$ cat src/rtl/snake_pkg.sv
// Shared constants for the snake body datapath:
// direction codes, default grid/body sizes, FSM states.
package snake_pkg;

    localparam logic [1:0] DIR_UP    = 2'b00;
    localparam logic [1:0] DIR_DOWN  = 2'b01;
    localparam logic [1:0] DIR_LEFT  = 2'b10;
    localparam logic [1:0] DIR_RIGHT = 2'b11;

    localparam int GRID_W_DEF  = 32;
    localparam int GRID_H_DEF  = 24;
    localparam int MAX_LEN_DEF = 64;
    localparam int INIT_LEN    = 3;

    localparam logic [2:0] S_IDLE   = 3'd0;
    localparam logic [2:0] S_CALC   = 3'd1;
    localparam logic [2:0] S_SCAN   = 3'd2;
    localparam logic [2:0] S_UPDATE = 3'd3;
    localparam logic [2:0] S_DONE   = 3'd4;

endpackage

$ cat src/rtl/snake_body_ram.sv
// Single-port body memory, MAX_LEN x (XW+YW), sync write, registered read.
// Ports: clk, init (load start body), we, addr, wdata, rdata.
module snake_body_ram
    import snake_pkg::*;
#(
    parameter int GRID_W  = GRID_W_DEF,
    parameter int GRID_H  = GRID_H_DEF,
    parameter int MAX_LEN = MAX_LEN_DEF,
    parameter int XW      = 5,
    parameter int YW      = 5,
    parameter int AW      = 6
) (
    input  logic             clk,
    input  logic             init,
    input  logic             we,
    input  logic [AW-1:0]    addr,
    input  logic [XW+YW-1:0] wdata,
    output logic [XW+YW-1:0] rdata
);

    logic [XW+YW-1:0] mem [MAX_LEN];

    // Start body: entry 0 is the tail, entry INIT_LEN-1 the head,
    // stacked vertically below the grid centre.
    always_ff @(posedge clk) begin
        if (init) begin
            for (int k = 0; k < INIT_LEN; k++) begin
                mem[k] <= {XW'(GRID_W / 2),
                           YW'(GRID_H / 2 + INIT_LEN - 1 - k)};
            end
        end else if (we) begin
            mem[addr] <= wdata;
        end
    end

    always_ff @(posedge clk) begin
        if (!we) begin
            rdata <= mem[addr];
        end
    end

endmodule

$ cat src/rtl/snake_body_ctrl.sv
// Move sequencer: next head, wall/self collision scan, grow/shift commit,
// and arbitration of the body RAM between the scan and renderer reads.
// Ports: Clk/Resetn/Restart, Step/Dirn/Food_*, Busy/Done/Ate/Collide/Full,
//        Head_*/Length, Rd_Idx -> Rd_X/Rd_Y/Rd_Valid (1-cycle latency).
module snake_body_ctrl
    import snake_pkg::*;
#(
    parameter int GRID_W  = GRID_W_DEF,
    parameter int GRID_H  = GRID_H_DEF,
    parameter int MAX_LEN = MAX_LEN_DEF,
    parameter int XW      = 5,
    parameter int YW      = 5,
    parameter int LW      = 7
) (
    input  logic          Clk,
    input  logic          Resetn,
    input  logic          Restart,
    input  logic          Step,
    input  logic [1:0]    Dirn,
    input  logic [XW-1:0] Food_X,
    input  logic [YW-1:0] Food_Y,
    output logic          Busy,
    output logic          Done,
    output logic          Ate,
    output logic          Collide,
    output logic          Full,
    output logic [XW-1:0] Head_X,
    output logic [YW-1:0] Head_Y,
    output logic [LW-1:0] Length,
    input  logic [LW-1:0] Rd_Idx,
    output logic [XW-1:0] Rd_X,
    output logic [YW-1:0] Rd_Y,
    output logic          Rd_Valid
);

    localparam int AW = $clog2(MAX_LEN);
    localparam int DW = XW + YW;

    logic [2:0]    state;
    logic [AW-1:0] head_ptr;
    logic [AW-1:0] tail_ptr;
    logic [LW-1:0] len;
    logic [LW-1:0] idx;
    logic [XW-1:0] hx;
    logic [YW-1:0] hy;
    logic [XW-1:0] nx;
    logic [YW-1:0] ny;
    logic          eat;
    logic          wall;
    logic          hit;
    logic          ate_q;
    logic          collide;
    logic          full;
    logic          scan_vld;
    logic [AW-1:0] scan_addr_q;
    logic          rd_valid;

    logic          rst;
    logic [XW-1:0] cnx;
    logic [YW-1:0] cny;
    logic          cwall;
    logic          ceat;
    logic          grant;
    logic          rd_ok;
    logic [AW-1:0] rd_addr;
    logic [AW-1:0] scan_addr;
    logic [AW-1:0] wr_addr;
    logic [AW-1:0] ram_addr;
    logic          ram_we;
    logic [DW-1:0] rdata;
    logic          match;
    logic          final_hit;

    // Segment k sits k entries behind head_ptr in the ring.
    function automatic logic [AW-1:0] ptr_back(
        input logic [AW-1:0] p,
        input logic [LW-1:0] k
    );
        logic [LW:0] s;
        s = (LW+1)'(p) + (LW+1)'(MAX_LEN) - (LW+1)'(k);
        if (s >= (LW+1)'(MAX_LEN)) begin
            s = s - (LW+1)'(MAX_LEN);
        end
        return AW'(s);
    endfunction

    function automatic logic [AW-1:0] ptr_next(input logic [AW-1:0] p);
        return (p == AW'(MAX_LEN - 1)) ? '0 : p + 1'b1;
    endfunction

    assign rst = !Resetn || Restart;

    always_comb begin
        cnx   = hx;
        cny   = hy;
        cwall = 1'b0;
        unique case (Dirn)
            DIR_UP: begin
                cwall = (hy == '0);
                cny   = hy - 1'b1;
            end
            DIR_DOWN: begin
                cwall = (hy == YW'(GRID_H - 1));
                cny   = hy + 1'b1;
            end
            DIR_LEFT: begin
                cwall = (hx == '0);
                cnx   = hx - 1'b1;
            end
            DIR_RIGHT: begin
                cwall = (hx == XW'(GRID_W - 1));
                cnx   = hx + 1'b1;
            end
        endcase
    end

    assign ceat = (cnx == Food_X) && (cny == Food_Y);

    assign grant = (state == S_IDLE) || (state == S_CALC)
                || (state == S_DONE);
    assign rd_ok   = (Rd_Idx < len);
    assign rd_addr = ptr_back(head_ptr, rd_ok ? Rd_Idx : '0);

    assign scan_addr = ptr_back(head_ptr, idx);
    assign wr_addr   = ptr_next(head_ptr);

    // RAM read data lags the scan address by one cycle; the tail is
    // skipped when not eating because it vacates on this move.
    assign match = scan_vld
                && (rdata == {nx, ny})
                && (eat || (scan_addr_q != tail_ptr));

    // The last scan read is resolved in UPDATE, in front of the write.
    assign final_hit = hit || wall || match;
    assign ram_we    = (state == S_UPDATE) && !final_hit;

    always_comb begin
        ram_addr = rd_addr;
        if (ram_we) begin
            ram_addr = wr_addr;
        end else if (state == S_SCAN) begin
            ram_addr = scan_addr;
        end
    end

    snake_body_ram #(
        .GRID_W  (GRID_W),
        .GRID_H  (GRID_H),
        .MAX_LEN (MAX_LEN),
        .XW      (XW),
        .YW      (YW),
        .AW      (AW)
    ) u_ram (
        .clk   (Clk),
        .init  (rst),
        .we    (ram_we),
        .addr  (ram_addr),
        .wdata ({nx, ny}),
        .rdata (rdata)
    );

    always_ff @(posedge Clk) begin
        if (rst) begin
            state       <= S_IDLE;
            head_ptr    <= AW'(INIT_LEN - 1);
            tail_ptr    <= '0;
            len         <= LW'(INIT_LEN);
            idx         <= '0;
            hx          <= XW'(GRID_W / 2);
            hy          <= YW'(GRID_H / 2);
            nx          <= '0;
            ny          <= '0;
            eat         <= 1'b0;
            wall        <= 1'b0;
            hit         <= 1'b0;
            ate_q       <= 1'b0;
            collide     <= 1'b0;
            full        <= 1'b0;
            scan_vld    <= 1'b0;
            scan_addr_q <= '0;
            rd_valid    <= 1'b0;
        end else begin
            rd_valid    <= grant && rd_ok;
            scan_vld    <= (state == S_SCAN);
            scan_addr_q <= scan_addr;
            unique case (state)
                S_IDLE: begin
                    if (Step && !collide && !full) begin
                        state <= S_CALC;
                    end
                end
                S_CALC: begin
                    nx    <= cnx;
                    ny    <= cny;
                    eat   <= ceat;
                    wall  <= cwall;
                    hit   <= 1'b0;
                    ate_q <= 1'b0;
                    idx   <= '0;
                    state <= cwall ? S_UPDATE : S_SCAN;
                end
                S_SCAN: begin
                    if (match) begin
                        hit <= 1'b1;
                    end
                    idx <= idx + 1'b1;
                    if (idx == len - 1'b1) begin
                        state <= S_UPDATE;
                    end
                end
                S_UPDATE: begin
                    if (final_hit) begin
                        collide <= 1'b1;
                    end else begin
                        head_ptr <= wr_addr;
                        hx       <= nx;
                        hy       <= ny;
                        if (eat) begin
                            len   <= len + 1'b1;
                            ate_q <= 1'b1;
                            full  <= (len + 1'b1 == LW'(MAX_LEN));
                        end else begin
                            tail_ptr <= ptr_next(tail_ptr);
                        end
                    end
                    state <= S_DONE;
                end
                S_DONE: begin
                    state <= S_IDLE;
                end
                default: begin
                    state <= S_IDLE;
                end
            endcase
        end
    end

    assign Busy     = (state != S_IDLE);
    assign Done     = (state == S_DONE);
    assign Ate      = (state == S_DONE) && ate_q;
    assign Collide  = collide;
    assign Full     = full;
    assign Head_X   = hx;
    assign Head_Y   = hy;
    assign Length   = len;
    assign Rd_X     = rdata[DW-1:YW];
    assign Rd_Y     = rdata[YW-1:0];
    assign Rd_Valid = rd_valid;

endmodule

$ cat config.mk
export PLATFORM = sky130hd
export DESIGN_NAME = snake_body_ctrl
export DESIGN_NICKNAME = d
export VERILOG_FILES = /design/src/rtl/snake_pkg.sv /design/src/rtl/snake_body_ram.sv /design/src/rtl/snake_body_ctrl.sv
export SDC_FILE = /design/constraint.sdc
export NUM_CORES = 1
export LEC_CHECK = 0
export ABC_AREA = 1
export BUFFER_PORTS_ARGS = -buffer_cell sky130_fd_sc_hd__buf_2
export CAP_MARGIN = 40
export CORE_MARGIN = 2
export CORE_UTILIZATION = 43
export CTS_CLUSTER_SIZE = 14
export DETAILED_ROUTE_END_ITERATION = 12
export SLEW_MARGIN = 20
export SYNTH_ARGS = -nofsm -noshare
export SYNTH_HDL_FRONTEND = slang
export SYNTH_SLANG_ARGS = --single-unit
$ cat constraint.sdc
create_clock -name Clk -period 4.5 [get_ports Clk]
set_input_delay 0.9 -clock Clk [delete_from_list [all_inputs] [get_ports Clk]]
set_output_delay 0.9 -clock Clk [all_outputs]
set_load 0.005 [all_outputs]
==> flow_summary.ini <==
[outcome]
outcome = completed

[die]
floorplan.die.width_um = 274
io_pins = 56
core_area_mm2 = 0.0726
std_cell_rows = 99
die_height_um = 274
floorplan.die_area_mm2 = 0.0752
initial_core_util_pct = 43.2

[placed_design]
io_buffer_count = 55
finalWeightedCongestion = 0.908
placedCellCount = 4157
hpwlAfterDp_um = 54300

[critical_path]
critical_path_arrival_ps = 4630
cp.required_ps = 4860
timing.critical_path.from_type = flop
critical_path.reg2reg.endpoint = u_ram.rdata[3]
timing.setup.critical_path_class = flop to flop
worstSetupEndpointType = flop
worstSetupStartpoint = Length[4]
reg2reg_setup_slack_ps = 230
r2r_cells = 25
r2r_start = Length[4]
critical_path_peak_fanout = 24

[layout]
area.sequential_mm2 = 0.0208
num-fill-cells = 6647
multi_input_comb_area_mm2 = 0.00926
final_cells = 4301
number_of_diodes_added_for_antenna_fixing = 0
layout.nets = 3333
post_route_cells_drive_above_1_share_pct = 12.0
synthToLayoutAreaGrowth_pct = 15.7

[power]
pwr-share-clk_pct = 41.1
pwr_density_cell_mw_per_mm2 = 408
power.leakage_nw = 14.3
p_seq_share_pct = 49.3
p_comb_share_pct = 9.6
netSwitchingFraction_pct = 24.5
internal-power_mw = 11.2
netsw_mw = 3.64
irDropWorstVdd_mv = 0.261

[min_path]
hold_path_end = ate_q
hold_path.class = flop to flop
timing.hold.worst.start = ate_q
hold-path-cell-count = 2

[sta]
grt_setup_unrepaired = true
clock_skew_ps = 27.1
tightest_pin_transition_ps = 888
layout_worst_path_cycle_share_pct = 94.9
setup_total_negative_slack_ps = 0
timing.max_slew.rel_slack_pct = 40.8
timing_hold_violations_final = 0
clock.fmax_ghz = 0.234
hold_ws_ps = 463
timing.final.max_slew_violations = 0
finalSetupViolCount = 0
period_needed_ps = 4270

[flow_run]
number_of_maximum_capacitance_violations = 0

[clock_network]
clk_pin_slew_worst_paths_ps = 60
cts_max_path_buffers = 3
clk_root_buffer_cell = sky130_fd_sc_hd__clkbuf_16
cts-htree-levels = 3
cts.sink_count = 713
clkLatencyLatePin_ps = 620
ctsHoldBuffers = 0
post-cts-setup-buffers = 0
tritoncts_clock_tree = yes
tritoncts.num_buffers = 77

[synth]
synth-seq-cells = 713
yosys_warnings = 0
synth_cells = 3130
ys_top_cells_by_area = sky130_fd_sc_hd__edfxtp_1 62%, sky130_fd_sc_hd__nand2_1 15%, sky130_fd_sc_hd__nand3_1 4.6%
avgSynthCellArea_um2 = 10.0
synth_largest_area_cell = sky130_fd_sc_hd__edfxtp_1
synthArstFlopShare_pct = 0
area_share_of_the_largest_cell_type_after_synthesis_pct = 62.2
synth_sequential_area_ratio_pct = 66.2
synth-edff-count = 650
synthFlopType = sky130_fd_sc_hd__edfxtp_1
syn_area_mm2 = 0.0314
synthDistinctLibCells = 50
synth_nets = 3184

[routing]
route.detailed.drc = 0
detailedRoute.firstIterationViolations = 2207
mean_routed_wirelength_per_cell_um = 20.5
routed_via_density = 5.33
drt_pre_antenna_iters = 5
drt-total-wl_um = 88200
routed-via-count = 22900
antenna_left = 0

[global_routing]
grt_remaining_overflow = 0
maximum_number_of_pins_on_one_net_before_global_route_repair = 118
grtUsageTotal_pct = 23.4
grt_pass1_vias = 22200
antenna_violations_before_repair = 1
grt_first_pass_wirelength_um = 134000
[worst max path at each step]
stage	to	slack [ps]
after floorplan	u_ram.mem[17][0]	220
after global placement	u_ram.rdata[6]	-430
after detailed placement	u_ram.rdata[6]	-460
after CTS	u_ram.rdata[6]	10
after global routing	u_ram.mem[7][7]	-20
final	u_ram.rdata[3]	230
[cells in the mapped netlist (5+ instances only)]
cell type and instances:
sky130_fd_sc_hd__ha_1 27, sky130_fd_sc_hd__clkbuf_1 41, sky130_fd_sc_hd__dfxtp_1 63, sky130_fd_sc_hd__buf_1 11, sky130_fd_sc_hd__o21ai_0 35, sky130_fd_sc_hd__buf_2 89, sky130_fd_sc_hd__nand2_1 1236, sky130_fd_sc_hd__o22ai_1 15
sky130_fd_sc_hd__buf_4 7, sky130_fd_sc_hd__inv_1 164, sky130_fd_sc_hd__nand3_1 289, sky130_fd_sc_hd__inv_2 25, sky130_fd_sc_hd__a21oi_1 156, sky130_fd_sc_hd__nor3_1 10, sky130_fd_sc_hd__nor2_1 198, sky130_fd_sc_hd__o21ai_1 11
sky130_fd_sc_hd__nand4_1 7, sky130_fd_sc_hd__or2_2 5, sky130_fd_sc_hd__xor2_1 21, sky130_fd_sc_hd__xnor2_1 10, sky130_fd_sc_hd__nand2_2 6, sky130_fd_sc_hd__edfxtp_1 650
[layout make-up]
class,instances,share of cell area [%]
tap,959,3.30
multi-input combinational,2077,25.5
clock inverter,51,1.04
sequential,713,57.3
inverter,191,1.98
clock buffer,91,5.63
timing repair buffer,219,5.29
[cells by family (layout without fill, tap and decap cells)]
family	count (synthesis)	after routing	synth area share [%]
flip-flops	713	713	66.2
multiplexers	1	1	0.0319
buffers and inverters	340	552	4.53
AO/OA/AOI/OAI	245	245	4.21
XOR/XNOR	31	31	0.865
AND/OR/NAND/NOR	1769	1769	22.8
adder cells (fa/ha/maj)	31	31	1.33
[sequential cells by signal (all words and copies together), names as in the netlist, 3 cells and up]
name and cells:
Length 7, u_ram.mem 640, tail_ptr 6, Head_X 5, scan_addr_q 6, idx 7
head_ptr 6, u_ram.rdata 10, ny 5, nx 5, state 3, Head_Y 5
[worst max-delay path, stage by stage (launching register included)]
cell and delay, ps:
sky130_fd_sc_hd__dfxtp_2 380, sky130_fd_sc_hd__inv_1 110, sky130_fd_sc_hd__ha_1 320, sky130_fd_sc_hd__a21oi_1 190, sky130_fd_sc_hd__o21a_1 140, sky130_fd_sc_hd__nand2_1 70, sky130_fd_sc_hd__buf_4 140, sky130_fd_sc_hd__inv_1 110
sky130_fd_sc_hd__nand2_1 110, sky130_fd_sc_hd__fa_1 400, sky130_fd_sc_hd__nor2_1 110, sky130_fd_sc_hd__o21ai_0 80, sky130_fd_sc_hd__o21ai_1 130, sky130_fd_sc_hd__nand2_1 120, sky130_fd_sc_hd__nand2_4 140, sky130_fd_sc_hd__buf_4 140
sky130_fd_sc_hd__nor2_4 40, sky130_fd_sc_hd__buf_12 160, sky130_fd_sc_hd__buf_12 170, sky130_fd_sc_hd__buf_4 170, sky130_fd_sc_hd__a21oi_1 180, sky130_fd_sc_hd__nand3_2 160, sky130_fd_sc_hd__nand3_1 130, sky130_fd_sc_hd__nand2_1 60
sky130_fd_sc_hd__inv_1 150, sky130_fd_sc_hd__nand2_1 70
[power by group through the flow]
stage	combinational [mW]	clock (mW)	sequential (mW)
final	1.42	6.10	7.31
after global routing	1.56	6.46	7.30
after CTS	1.40	6.18	7.30
after detailed placement	1.40	0	7.44
after global placement	1.39	0	7.44
after floorplan	0.817	0	7.39
[cells in the final DEF (no fill, tap or decap), types with 5 or more instances in the layout]
cell type | synthesis | layout
sky130_fd_sc_hd__edfxtp_1 | 650 | 650
sky130_fd_sc_hd__nor3_1 | 10 | 10
sky130_fd_sc_hd__buf_2 | 89 | 55
sky130_fd_sc_hd__or2_2 | 5 | 5
sky130_fd_sc_hd__nand4_1 | 7 | 7
sky130_fd_sc_hd__bufinv_16 | 0 | 5
sky130_fd_sc_hd__dfxtp_2 | 0 | 13
sky130_fd_sc_hd__nand3_2 | 2 | 5
sky130_fd_sc_hd__o21ai_0 | 35 | 33
sky130_fd_sc_hd__xnor2_1 | 10 | 10
sky130_fd_sc_hd__o21ai_1 | 11 | 12
sky130_fd_sc_hd__clkinv_2 | 0 | 14
sky130_fd_sc_hd__nand3_1 | 289 | 286
sky130_fd_sc_hd__nand2_1 | 1236 | 1229
sky130_fd_sc_hd__buf_12 | 0 | 31
sky130_fd_sc_hd__o22ai_1 | 15 | 15
sky130_fd_sc_hd__a21oi_1 | 156 | 156
sky130_fd_sc_hd__nand2_2 | 6 | 12
sky130_fd_sc_hd__dfxtp_1 | 63 | 50
sky130_fd_sc_hd__clkbuf_1 | 41 | 11
sky130_fd_sc_hd__clkinv_1 | 2 | 28
sky130_fd_sc_hd__nor2_1 | 198 | 197
sky130_fd_sc_hd__inv_1 | 164 | 162
sky130_fd_sc_hd__buf_4 | 7 | 130
sky130_fd_sc_hd__ha_1 | 27 | 27
sky130_fd_sc_hd__xor2_1 | 21 | 21
sky130_fd_sc_hd__inv_2 | 25 | 26
sky130_fd_sc_hd__clkbuf_16 | 0 | 80
[timing repair]
item	CTS	global route
pin swaps	0	1
setup endpoints to repair	2	640
gates resized for setup	2	19
[layer usage]
metal	wire length, µm	track usage [%]	vias to the layer above
met1	37900	32.6	11100
met3	5960	3.04	150
met2	42000	38.3	865
met4	2300	7.07	0
li1	-	-	10800
met5	0	0	-
[stage by stage]
stage               cell area (µm²)  worst slack (ps)  util (%)  total power, mW
detailed placement            33800              -462      46.6             8.83
global placement              33800              -434      46.5             8.83
CTS                           36200              13.6      49.9             14.9
floorplan                     31400               216         -             8.21
global route                  36300             -24.6      50.0             15.3
finish                        36300               228      50.0             14.8
Power figures use the tool's default switching activity.
